File: config.mk
export PLATFORM = sky130hd
export DESIGN_NAME = tdc_hit_gen
export DESIGN_NICKNAME = d
export VERILOG_FILES = /design/src/rtl/tdc_gen_pkg.sv /design/src/rtl/bin_to_thermo3.sv /design/src/rtl/tdc_hit_gen.sv
export SDC_FILE = /design/constraint.sdc
export NUM_CORES = 1
export LEC_CHECK = 0
export ABC_AREA = 0
export CAP_MARGIN = 20
export CORE_MARGIN = 3
export CORE_UTILIZATION = 45
export DETAILED_ROUTE_END_ITERATION = 12
export PLACE_DENSITY = 0.68
export SYNTH_ARGS = -nofsm -noshare
export SYNTH_HDL_FRONTEND = slang
export SYNTH_SLANG_ARGS = --single-unit
export TNS_END_PERCENT = 5
File: constraint.sdc
create_clock -name clk -period 2.7 [get_ports clk]
set_clock_uncertainty 0.15 [all_clocks]
set_input_delay 0.54 -clock clk [delete_from_list [all_inputs] [get_ports clk]]
set_output_delay 0.54 -clock clk [all_outputs]
set_load 0.01 [all_outputs]
File: src/rtl/tdc_gen_pkg.sv
// Shared types and widths for the TDC hit generator.
// Optional burst mode is enabled with TDC_HIT_GEN_BURST_EN.
package tdc_gen_pkg;

  localparam int FINE_W   = 3;
  localparam int THERMO_W = 8;
  localparam int CNT_W    = 4;

  typedef enum logic [2:0] {
    IDLE,
    ARM_START,
    START,
    WAIT,
    ARM_STOP,
    STOP,
    GAP
  } state_e;

endpackage

File: src/rtl/bin_to_thermo3.sv
// 3-bit binary to 8-bit thermometer decoder, purely combinational.
// Code k sets the k least-significant taps; bit 7 is never set.
module bin_to_thermo3
  import tdc_gen_pkg::*;
(
  input  logic [FINE_W-1:0]   bin_i,
  output logic [THERMO_W-1:0] thermo_o
);

  always_comb begin
    thermo_o = '0;
    for (int i = 0; i < THERMO_W; i++) begin
      thermo_o[i] = (i < int'(bin_i));
    end
  end

endmodule

File: src/rtl/tdc_hit_gen.sv
// Start/stop hit pulse generator with fine tap select for a delay line.
// Define TDC_HIT_GEN_BURST_EN to add req_burst (repeat pairs per request).
module tdc_hit_gen
  import tdc_gen_pkg::*;
#(
  parameter int COARSE_W = 4,
  parameter int PULSE_W  = 2,
  parameter int GAP_CYC  = 4
) (
  input  logic                clk,
  input  logic                rst_n,
  input  logic                req_valid,
  output logic                req_ready,
  input  logic [COARSE_W-1:0] req_coarse,
  input  logic [FINE_W-1:0]   req_fine_start,
  input  logic [FINE_W-1:0]   req_fine_stop,
`ifdef TDC_HIT_GEN_BURST_EN
  input  logic [3:0]          req_burst,
`endif
  output logic                hit,
  output logic [THERMO_W-1:0] tap_sel,
  output logic                busy,
  output logic                done
);

  localparam logic [CNT_W-1:0] PULSE_LD = CNT_W'(PULSE_W - 1);
  localparam logic [CNT_W-1:0] GAP_LD   = CNT_W'(GAP_CYC - 1);

  state_e                state_q;
  logic                  rstn_q;
  logic [COARSE_W-1:0]   coarse_q;
  logic [COARSE_W-1:0]   crs_q;
  logic [CNT_W-1:0]      cnt_q;
  logic [FINE_W-1:0]     fs_q;
  logic [FINE_W-1:0]     fe_q;
  logic [3:0]            burst_q;
  logic                  hit_q;
  logic                  busy_q;
  logic                  done_q;
  logic [THERMO_W-1:0]   tap_q;
  logic [FINE_W-1:0]     fine_d;
  logic [THERMO_W-1:0]   thermo_d;
  logic [3:0]            burst_d;
  logic                  accept;

`ifdef TDC_HIT_GEN_BURST_EN
  assign burst_d = req_burst;
`else
  assign burst_d = 4'd0;
`endif

  assign req_ready = (state_q == IDLE) && rstn_q;
  assign accept    = req_valid && req_ready;
  assign fine_d    = (state_q == ARM_STOP) ? fe_q : fs_q;

  bin_to_thermo3 u_thermo (
    .bin_i    (fine_d),
    .thermo_o (thermo_d)
  );

  // Outputs are registered from the current state, so they trail it by a cycle.
  always_ff @(posedge clk) begin
    if (!rst_n) begin
      state_q  <= IDLE;
      rstn_q   <= 1'b0;
      coarse_q <= '0;
      crs_q    <= '0;
      cnt_q    <= '0;
      fs_q     <= '0;
      fe_q     <= '0;
      burst_q  <= '0;
      hit_q    <= 1'b0;
      busy_q   <= 1'b0;
      done_q   <= 1'b0;
      tap_q    <= '0;
    end else begin
      rstn_q <= 1'b1;
      hit_q  <= (state_q == START) || (state_q == STOP);
      busy_q <= (state_q != IDLE);
      done_q <= (state_q == IDLE) && busy_q;
      unique case (state_q)
        IDLE: begin
          tap_q <= '0;
          if (accept) begin
            coarse_q <= req_coarse;
            fs_q     <= req_fine_start;
            fe_q     <= req_fine_stop;
            burst_q  <= burst_d;
            state_q  <= ARM_START;
          end
        end
        ARM_START: begin
          tap_q   <= thermo_d;
          cnt_q   <= PULSE_LD;
          state_q <= START;
        end
        START: begin
          if (cnt_q == '0) begin
            crs_q   <= coarse_q;
            state_q <= WAIT;
          end else begin
            cnt_q <= cnt_q - 1'b1;
          end
        end
        WAIT: begin
          if (crs_q == '0) state_q <= ARM_STOP;
          else crs_q <= crs_q - 1'b1;
        end
        ARM_STOP: begin
          tap_q   <= thermo_d;
          cnt_q   <= PULSE_LD;
          state_q <= STOP;
        end
        STOP: begin
          if (cnt_q == '0) begin
            cnt_q   <= GAP_LD;
            state_q <= GAP;
          end else begin
            cnt_q <= cnt_q - 1'b1;
          end
        end
        GAP: begin
          tap_q <= '0;
          if (cnt_q != '0) begin
            cnt_q <= cnt_q - 1'b1;
          end else if (burst_q != '0) begin
            burst_q <= burst_q - 1'b1;
            state_q <= ARM_START;
          end else begin
            state_q <= IDLE;
          end
        end
        default: state_q <= IDLE;
      endcase
    end
  end

  assign hit     = hit_q;
  assign tap_sel = tap_q;
  assign busy    = busy_q;
  assign done    = done_q;

endmodule

==> results.sh <==
export IMPL_status="finished clean"
export IMPL_end_kind="output pin"
export IMPL_vias=1496
export IMPL_clkTransAtPathRegs_ns=0.07
export IMPL_cts_tree="yes"
export IMPL_hp_class="reg2reg"
export IMPL_rsz0062_at_grt="false"
export IMPL_synthCells=207
export IMPL_yosysUniqueCellTypes=47
export IMPL_place_area_um2=2060
export IMPL_wl_um=3630
export IMPL_cts_setup_buffers=0
export IMPL_tns_ns=0
export IMPL_yosys_area_top_type_share_pct=39.9
export IMPL_fill_cells=349
export IMPL_finalNetCount=247
export IMPL_clock_latency_ns=0.29
export IMPL_tightest_slew_ns=0.708
export IMPL_synth_common_cells="36 x dfxtp_1, 27 x nor2_1, 14 x nand2_1"
export IMPL_finalSetupViolations=0
export IMPL_die_x_um=69.3
export IMPL_drc=0
export IMPL_p_per_area_nw_per_um2=634
export IMPL_post_dp_hpwl_um=2510
export IMPL_drt_iter0_markers=98
export IMPL_yosys_top_cells_area="dfxtp_1 40%, mux2i_1 7.2%, nor2_1 5.6%"
export IMPL_crit_buf_inv=1
export IMPL_synth_seq_cells=36
export IMPL_cts_made_buffers=5
export IMPL_post_synth_top_count_cell="dfxtp_1"
export IMPL_gp_congestion=0.786
export IMPL_root_buffer="clkbuf_8"
export IMPL_yosys_area_top_type="dfxtp_1"
export IMPL_crit_fanout=4
export IMPL_rows=22
export IMPL_crit_chain="nor3_1 -> and2_1 -> clkdlybuf4s50_1"
export IMPL_yosys_warnings=0
export IMPL_antenna_found_initial=0
export IMPL_async_flop_share_pct=0
export IMPL_crit_arrival_ns=1.69
export IMPL_critical_path_slowest_cell="clkdlybuf4s50_1"
export IMPL_power_leakage_nw=0.786
export IMPL_max_freq_mhz=420
export IMPL_relSlewSlack_pct=52.7
export IMPL_start_kind="flop"
export IMPL_synth_ff_type="dfxtp_1"
export IMPL_clock_sinks=36
export IMPL_dieArea_um2=4810
export IMPL_cap_viol_max_count=0
export IMPL_critical_path_max_stage_delay_ns=0.53
export IMPL_cp_top_family="simple AND/OR/NAND/NOR gates"
export IMPL_final_antenna_net_count=0
export IMPL_drv_slew=0
export IMPL_required_ns=2.01
export IMPL_grt_pass1_wl_um=6400
export IMPL_cts_resized=0
export IMPL_antennaDiodeCount=0
export IMPL_hold_viol_final=0
export IMPL_cts_buffer_depth=2
export IMPL_ios=25
export IMPL_seq_area_frac_synth_pct=39.9
export IMPL_fin_area_um2=2190
export IMPL_synth_fp_nets=224
export IMPL_htreeDepth=2
export IMPL_area_growth_pct=21.4
export IMPL_synth_edf_count=0
export IMPL_first_global_vias=1401
export IMPL_cts_hold_buf=0
export IMPL_portBuffers=23
export IMPL_fin_crit_ns=2.38
export IMPL_track_usage_pct=16.3
export IMPL_drt_wirelength_per_cell_um=13.0
export IMPL_overflow=0
export IMPL_die_y_um=69.3
export IMPL_grt_max_degree=25
export IMPL_drive_gt1_share_pct=8.23
export IMPL_syn_area_per_cell_um2=8.72
export IMPL_r2r_setup_slack_ns=0.71
export IMPL_drtPass1Iterations=4
export IMPL_vias_per_cell=5.36
export IMPL_ir_drop_mv=0.397
export IMPL_finalCritPeriodShare_pct=88.2
export IMPL_worst_setup_path_type="reg2out"
export IMPL_initial_core_util_pct=47.8
export IMPL_core_area_um2=3770
export IMPL_synth_area_um2=1800
layer usage:
| layer | GRT usage [%] | vias up | wire (um) |
|---|---|---|---|
| met3 | 5.07 | 6 | 157 |
| met4 | 6.51 | 0 | 59 |
| met2 | 24.4 | 27 | 1630 |
| li1 | - | 778 | - |
| met1 | 21.7 | 685 | 1780 |
| met5 | 0 | - | 0 |
worst paths after layout:
path         startpoint         end  depth (start not counted)
min reg2reg  tap_sel[4]  tap_sel[4]                          2
min          tap_sel[4]  tap_sel[4]                          2
max          state_q[0]   req_ready                          3
max reg2reg    cnt_q[0]  state_q[0]                          6
where the power goes:
part / total (mW) / internal (mW) / switching (mW)
logic: 0.278 / 0.133 / 0.145
clock network: 0.511 / 0.326 / 0.185
registers: 0.600 / 0.567 / 0.0333
total: 1.39 / 1.03 / 0.364
metrics by stage:
stage | worst slack, ns | hold WS [ns] | std cells | power [mW] | utilization, %
2_1_floorplan | 0.850 | 0.310 | 207 | 0.817 | -
3_3_place_gp | 0.699 | 0.294 | 271 | 0.887 | 54.7
3_5_place_dp | 0.690 | 0.295 | 271 | 0.888 | 54.7
4_1_cts | 0.329 | 0.305 | 279 | 1.40 | 58.1
5_1_grt | 0.263 | 0.324 | 279 | 1.46 | 58.1
6_report | 0.320 | 0.301 | 279 | 1.39 | 58.1
worst register-to-register path: stages (launching register included):
cell and delay (ns):
dfxtp_1 0.37, inv_1 0.08, ha_1 0.26, or3b_2 0.53, a2bb2oi_1 0.18, o221ai_1 0.13
and3_1 0.20
final cells by class:
| cell class | count | area, um^2 | area share [%] |
|---|---|---|---|
| Clock buffer | 7 | 96.3 | 4.40 |
| Clock inverter | 1 | 30.0 | 1.37 |
| Inverter | 8 | 30.0 | 1.37 |
| Multi-Input combinational cell | 150 | 977 | 44.6 |
| Sequential cell | 36 | 721 | 32.9 |
| Tap cell | 48 | 60.1 | 2.74 |
| Timing Repair Buffer | 29 | 275 | 12.6 |
cell families (layout without fill, tap and decap cells):
kind of cell               after synthesis  in the layout  synth area share [%]
AOI/OAI and AO/OA                       44             44                  17.3
xor gates and xnor gates                 5              5                  2.43
adders and majority gates                4              4                  2.77
buffers and inverters                   21             45                  5.89
DFF                                     36             36                  39.9
muxes                                   13             13                  7.21
other                                    1              1                 0.208
and+or+nand+nor                         83             83                  24.3
placed cells by master (no fill, tap or decap), types with 2 or more instances in the layout:
cell type	count
or3_1	2
nand4_1	2
a21o_1	3
a22o_1	2
mux2i_1	13
o221ai_1	2
ha_1	4
nor3b_1	3
a211oi_1	3
nor2_1	27
xnor2_1	3
inv_1	8
nor3_1	6
nand3b_1	4
nor4_1	2
nand3_1	7
buf_4	6
nand2b_1	4
clkbuf_8	7
dfxtp_1	36
a21oi_1	13
nor2b_1	2
and3_1	5
a311oi_1	2
a31oi_1	2
clkdlybuf4s50_1	23
xor2_1	2
nand2_1	14
o21ai_0	7
state kept, by name, indices dropped and copies added, names as in the netlist, 3 cells and up:
| name | count |
|---|---|
| cnt_q | 4 |
| fe_q | 3 |
| burst_q | 4 |
| coarse_q | 4 |
| fs_q | 3 |
| crs_q | 4 |
| state_q | 3 |
| tap_sel | 7 |
Power figures use the tool's default switching activity.
